`config.mk`:
```
export PLATFORM = sky130hd
export DESIGN_NAME = spi_reg_target
export DESIGN_NICKNAME = d
export VERILOG_FILES = /design/src/rtl/spi_reg_target.sv
export SDC_FILE = /design/constraint.sdc
export NUM_CORES = 1
export LEC_CHECK = 0
export CORE_MARGIN = 1
export CORE_UTILIZATION = 48
export DETAILED_ROUTE_END_ITERATION = 16
export GPL_TIMING_DRIVEN = 0
export MAX_ROUTING_LAYER = met4
export PLACE_DENSITY = 0.82
export SYNTH_ARGS = -nofsm -noshare
export SYNTH_HDL_FRONTEND = slang
export SYNTH_SLANG_ARGS = --single-unit
export TNS_END_PERCENT = 1
```
`constraint.sdc`:
```
create_clock -name clk -period 2.3 [get_ports clk]
set_input_delay 0.46 -clock clk [delete_from_list [all_inputs] [get_ports clk]]
set_output_delay 0.46 -clock clk [all_outputs]
set_load 0.03 [all_outputs]
```
`src/rtl/spi_reg_target.sv`:
```
// spi_reg_target: SPI (mode 0) target that bridges serial frames onto a simple
// register bus. A frame is an 8-bit instruction, then an ADDR-bit address, then
// DATA data bits. Everything is MSB first.
//   Write frame: CMD_WR, addr, wdata -> one reg_we strobe
//   Read  frame: CMD_RD, addr, dummy -> one reg_re strobe, rdata shifted on miso
// All SPI pins are asynchronous to clk and are oversampled, so clk >= 8x sclk.
//
// Ports
//   clk, rst_n             system clock, async active-low reset
//   sclk, cs_n, mosi       SPI inputs from the master (async to clk)
//   miso, miso_oe          SPI output and its pad enable
//   reg_addr/reg_wdata     register bus address / write data
//   reg_we, reg_re         one-cycle write / read strobes
//   reg_rdata              read data, valid exactly one clk after reg_re
//   frame_err              one-cycle pulse on an aborted or unknown frame
module spi_reg_target #(
  parameter int         ADDR   = 16,
  parameter int         DATA   = 16,
  parameter logic [7:0] CMD_WR = 8'h02,
  parameter logic [7:0] CMD_RD = 8'h03
) (
  input  logic            clk,
  input  logic            rst_n,
  input  logic            sclk,
  input  logic            cs_n,
  input  logic            mosi,
  output logic            miso,
  output logic            miso_oe,
  output logic [ADDR-1:0] reg_addr,
  output logic [DATA-1:0] reg_wdata,
  output logic            reg_we,
  output logic            reg_re,
  input  logic [DATA-1:0] reg_rdata,
  output logic            frame_err
);

  // Receive register is wide enough for the longest field.
  localparam int RXW = (ADDR > DATA) ? ((ADDR > 8) ? ADDR : 8)
                                     : ((DATA > 8) ? DATA : 8);
  localparam int CW  = $clog2(RXW + 1);

  localparam logic [2:0] ST_IDLE   = 3'd0;
  localparam logic [2:0] ST_CMD    = 3'd1;
  localparam logic [2:0] ST_ADDR   = 3'd2;
  localparam logic [2:0] ST_DATA   = 3'd3;
  localparam logic [2:0] ST_IGNORE = 3'd4;

  // ---------------------------------------------------------------------------
  // Synchronisers. Bit 0 is the first flop; bit 2 of sclk/cs_n is the extra
  // stage used only to detect edges on the already-synchronised bit 1.
  // Reset values are the idle bus levels so reset never manufactures an edge.
  // ---------------------------------------------------------------------------
  logic [2:0] sclk_s;
  logic [2:0] cs_s;
  logic [1:0] mosi_s;

  always_ff @(posedge clk or negedge rst_n) begin
    if (!rst_n) begin
      sclk_s <= 3'b000;
      cs_s   <= 3'b111;
      mosi_s <= 2'b00;
    end else begin
      sclk_s <= {sclk_s[1:0], sclk};
      cs_s   <= {cs_s[1:0], cs_n};
      mosi_s <= {mosi_s[0], mosi};
    end
  end

  logic sclk_rise, sclk_fall, cs_rise, cs_fall, mosi_bit;
  assign sclk_rise = sclk_s[1] & ~sclk_s[2];
  assign sclk_fall = ~sclk_s[1] & sclk_s[2];
  assign cs_rise   = cs_s[1] & ~cs_s[2];
  assign cs_fall   = ~cs_s[1] & cs_s[2];
  assign mosi_bit  = mosi_s[1];

  // ---------------------------------------------------------------------------
  // Frame state
  // ---------------------------------------------------------------------------
  logic [2:0]      state;
  logic [CW-1:0]   cnt;
  logic [RXW-1:0]  rx;
  logic [RXW-1:0]  rx_next;
  logic [DATA-1:0] tx;
  logic            is_rd;
  logic            oe_q;
  // Read launch pipeline: [0] address just latched, [1] reg_re on the bus,
  // [2] reg_rdata valid this cycle -> load the transmit register.
  logic [2:0]      vld_pipe;
  logic            addr_done;

  assign rx_next   = {rx[RXW-2:0], mosi_bit};
  assign addr_done = (state == ST_ADDR) && sclk_rise && !cs_rise &&
                     (cnt == CW'(ADDR - 1));

  always_ff @(posedge clk or negedge rst_n) begin
    if (!rst_n) begin
      state     <= ST_IDLE;
      cnt       <= '0;
      rx        <= '0;
      tx        <= '0;
      is_rd     <= 1'b0;
      oe_q      <= 1'b0;
      vld_pipe  <= '0;
      reg_addr  <= '0;
      reg_wdata <= '0;
      reg_we    <= 1'b0;
      frame_err <= 1'b0;
    end else begin
      reg_we    <= 1'b0;
      frame_err <= 1'b0;
      oe_q      <= ~cs_s[1];
      vld_pipe  <= {vld_pipe[1:0], addr_done & is_rd};

      if (vld_pipe[2])
        tx <= reg_rdata;

      if (cs_rise) begin
        // Deselect before the data phase completed is an abort; a completed
        // frame has already moved on to ST_IGNORE.
        if (state inside {ST_CMD, ST_ADDR, ST_DATA})
          frame_err <= 1'b1;
        state <= ST_IDLE;
      end else begin
        case (state)
          ST_IDLE: begin
            if (cs_fall) begin
              state <= ST_CMD;
              cnt   <= '0;
            end
          end

          ST_CMD: begin
            if (sclk_rise) begin
              rx <= rx_next;
              if (cnt == CW'(7)) begin
                cnt <= '0;
                if (rx_next[7:0] == CMD_WR) begin
                  state <= ST_ADDR;
                  is_rd <= 1'b0;
                end else if (rx_next[7:0] == CMD_RD) begin
                  state <= ST_ADDR;
                  is_rd <= 1'b1;
                end else begin
                  state     <= ST_IGNORE;
                  frame_err <= 1'b1;
                end
              end else begin
                cnt <= cnt + CW'(1);
              end
            end
          end

          ST_ADDR: begin
            if (sclk_rise) begin
              rx <= rx_next;
              if (addr_done) begin
                reg_addr <= rx_next[ADDR-1:0];
                cnt      <= '0;
                state    <= ST_DATA;
              end else begin
                cnt <= cnt + CW'(1);
              end
            end
          end

          ST_DATA: begin
            if (sclk_rise) begin
              rx <= rx_next;
              if (cnt == CW'(DATA - 1)) begin
                state <= ST_IGNORE;
                if (!is_rd) begin
                  reg_we    <= 1'b1;
                  reg_wdata <= rx_next[DATA-1:0];
                end
              end else begin
                cnt <= cnt + CW'(1);
              end
            end else if (sclk_fall && is_rd && (cnt != '0)) begin
              // The falling edge right after the address carries the MSB
              // unchanged; only edges that follow a sampled data bit advance.
              tx <= {tx[DATA-2:0], 1'b0};
            end
          end

          ST_IGNORE: ;

          default: state <= ST_IDLE;
        endcase
      end
    end
  end

  assign reg_re  = vld_pipe[1];
  assign miso    = (state == ST_DATA) && is_rd && tx[DATA-1];
  // Raw cs_n gates the pad enable so it drops the moment the master deselects.
  assign miso_oe = oe_q & ~cs_n;

endmodule

```
==> results by group <==
Run status
  – Status: finished clean

Yosys
  – Top-count cell post-synth: dfrtp_1
  – Compound-Gate Fraction of Synth Area: around 5.9%
  – Post-synth EDFFs: 0
  – Synth Cell Area: 3628 um2
  – Post-Synth Adder-Cell Area: under 10%
  – Sequential share of the synthesized area: 59.41%
  – Mux contribution to synthesized area: 20.24%
  – Leading area contributor after synthesis: dfrtp_1
  – Yosys cell types: 40
  – Synth Register Bits: 86
  – Post-synthesis simple-gate area fraction: a little under a tenth
  – Share of the synthesized area in the top cell type: 57.24%
  – Syn. warnings: 0
  – Top cells by count, synth: dfrtp_1, mux2_2, nand2_1, o21ai_0, mux2i_1
  – Syn_nets: 300
  – Synth Area in XOR/XNOR: 0%
  – Post-Syn Instances: around 270
  – Post-synth ARST share: 100.0%
  – Synth Flop Type: dfrtp_1
  – Combinational family with the most area after synthesis: multiplexers
  – Mean Syn Cell Area: between 10 and 15 um2
  – Area contributors post-synth: dfrtp_1, mux2_2, mux2i_1

GRT
  – Largest net degree at the start of global routing: 63
  – Congestion Overflow GR: 0
  – Total Routing Usage GR: between 10% and 20%
  – Number of global-route vias before repair: 2290
  – First-pass GRT wire length: 10990 um
  – Initial antenna violation count: 0

Floorplan
  – I/O Pins: a little under 60
  – DIE HEIGHT: 88.95 um
  – Row cnt: 31
  – Die area: roughly 7900 um2
  – Initial Utilization: around half
  – Area of the core: 7292 um2
  – Die width: just under 90 um

Clock network
  – H-tree depth: 3
  – Cts bufs inserted: 9
  – CTS tree: built
  – CTS clk-pin slew, worst paths: 0.09 ns
  – Root Driver: clkbuf_8
  – Clock latency on the worst-skew pair: ~0.36 ns
  – CTS sink count: 86
  – Max clock buf depth: 2

Routing
  – Via Count: between 2000 and 2500
  – Via density per instance: 5.226
  – DR iter-0 viols: ~120
  – Drt total wl: between 6000 and 7000 um
  – DRC: 0
  – Final ANT Viol Nets: 0
  – DRT Pass-1 Iters: 4
  – WL per Instance: around 15 um

Setup path
  – Required time worst endpoint: 2.54 ns
  – Worst setup SP type: register
  – Critical Path Sink Type: register
  – Setup CP Type: reg2reg
  – Critical-path maximum fanout: 10
  – Worst EP arrival: between 2 and 3 ns

Timing
  – Crit share post-route: a little over nine tenths
  – F_max: 0.4426 GHz
  – Final setup vio count: 0
  – Slew HR: between 50% and 60%
  – Worst setup slack after layout: approximately 0.04 ns
  – Worst hold slack: about 0.35 ns
  – Worst slew pin tran: between 0.6 and 0.7 ns
  – RSZ-0062 raised after global routing: yes
  – Final Max Tran Viols: 0
  – Final min period: approximately 2.3 ns
  – Hold Fails Final Rpt: 0
  – Setup Skew: ~0.013 ns

Placement
  – Pre-CTS setup slack: -0.2749 ns
  – Dpl hpwl: around 4600 um
  – GPL Wtd Cong: around 0.86
  – Number of buffers added on ports: between 50 and 60
  – Area after DPL: about 4300 um2

Power
  – NetSw: 0.0008101 W
  – Int Power: 0.002270 W
  – Clk network pwr share: 34.4%
  – Worst vdd ir: between 0.4 and 0.5 mV
  – Pwr per Cell Area: around 670 nW/um2
  – Overall power: between 0.003 and 0.004 W
  – Static Leak: around 2.0 nW
  – Sequential Power Share: 55.1%
  – Sw Share: 26.30%
  – Comb power frac: 10.5%

Cells and area
  – Fill cell count: 576
  – Area of the multi-input gates: 1395 um2
  – Design area: between 4000 and 5000 um2
  – Fraction of layout cells with a size suffix above 1: between 20% and 30%
  – Syn-to-layout area delta: 27.45%
  – Layout Nets: 374
  – N_diodes: 0
  – FF/Latch Area: 2156 um2

Min path
  – HP Class: reg2reg

Run
  – Max-Cap Viols: 0
## layer usage
layer	global-route usage (%)	vias to the layer above	wire, um
met1	24.77	1188	3098
met3	3.693	8	243
met4	6.926	0	69
met5	-	-	0
li1	-	1112	-
met2	30.07	49	3494
## cell families (layout without fill, tap and decap cells)
group,Yosys count,after routing
DFF,86,86
buffers and inverters,21,100
adders and majority gates,6,6
AOI/OAI and AO/OA,36,36
muxes,64,64
and+or+nand+nor,60,60
## worst max-delay path, cell delays in order (launching register included)
cell,delay (ns)
dfstp_2,0.53
inv_1,0.06
ha_4,0.18
or3b_1,0.36
buf_6,0.15
nor3_4,0.30
buf_6,0.21
mux2_2,0.35
## final cells by class
cell class	instances	share of cell area, %
flip-flops and latches	86	46.62
multi-input cells	166	30.17
repair buffers	63	13.80
clock buffers	10	2.760
well taps	99	2.679
plain buffers	12	1.732
clock inverters	6	1.515
inverters	9	0.7305
## registers in the layout, indices dropped and copies added (netlist names)
| signal | count |
|---|---|
| sclk_s | 3 |
| vld_pipe | 3 |
| cs_s | 3 |
| reg_wdata | 16 |
| is_rd | 1 |
| reg_addr | 16 |
| frame_err | 1 |
| state | 3 |
| rx | 15 |
| oe_q | 1 |
| mosi_s | 2 |
| tx | 16 |
| reg_we | 1 |
| cnt | 5 |
## cell usage in the layout (no fill, tap or decap), types with 2 or more instances in the layout
| master | n |
|---|---|
| nand2_1 | 21 |
| nor4_4 | 2 |
| mux2i_1 | 16 |
| nor4_2 | 2 |
| a21oi_1 | 5 |
| clkbuf_8 | 9 |
| buf_4 | 4 |
| mux2_4 | 10 |
| nand2b_1 | 3 |
| nand3_1 | 6 |
| a21boi_0 | 2 |
| inv_1 | 9 |
| dfrtp_1 | 83 |
| clkdlybuf4s50_1 | 55 |
| nor2_1 | 10 |
| clkbuf_1 | 7 |
| buf_6 | 4 |
| nor4_1 | 2 |
| clkinvlp_4 | 2 |
| ha_1 | 4 |
| o2bb2ai_1 | 2 |
| o21ai_0 | 22 |
| dfstp_2 | 3 |
| mux2_2 | 38 |
## stage by stage
stage | util (%) | setup TNS [ns] | std cells
floorplan | - | -0.1078 | 273
global placement | 59.28 | -189.63 | 429
detailed placement | 59.63 | -8.089 | 430
CTS | 63.07 | -0.2077 | 450
global route | 63.42 | -0.2879 | 451
finish | 63.42 | 0 | 451
## path summary, 6_finish.rpt
path,from,to,slack (ns),cells after the start
max in group asynchronous,rst_n,cs_s[2],1.10,3
setup / recovery,cs_s[2],rx[13],0.04,7
hold reg to reg,mosi_s[0],mosi_s[1],0.35,0
min in group asynchronous,rst_n,reg_wdata[11],0.53,2
setup reg to reg,cs_s[2],rx[13],0.04,7
hold / removal,mosi_s[0],mosi_s[1],0.35,0
## repair_timing
| item | CTS | global route |
|---|---|---|
| pin swaps | 2 | 1 |
| resized for setup | 6 | 5 |
| endpoints found under the setup margin | 43 | 45 |
| hold buffers | 1 | 0 |
| hold endpoints to repair | 3 | 0 |
| setup buffers | 3 | 1 |
## power groups by stage
stage                     sequential, W  combinational (W)  clock (W)
after detailed placement        0.00172           0.000317          0
after floorplan                 0.00169           0.000203          0
after global routing            0.00171           0.000363    0.00115
final                           0.00170           0.000324    0.00106
after global placement          0.00171           0.000300          0
after CTS                       0.00170           0.000324    0.00109
No activity file was read; power rests on OpenSTA's default activity.
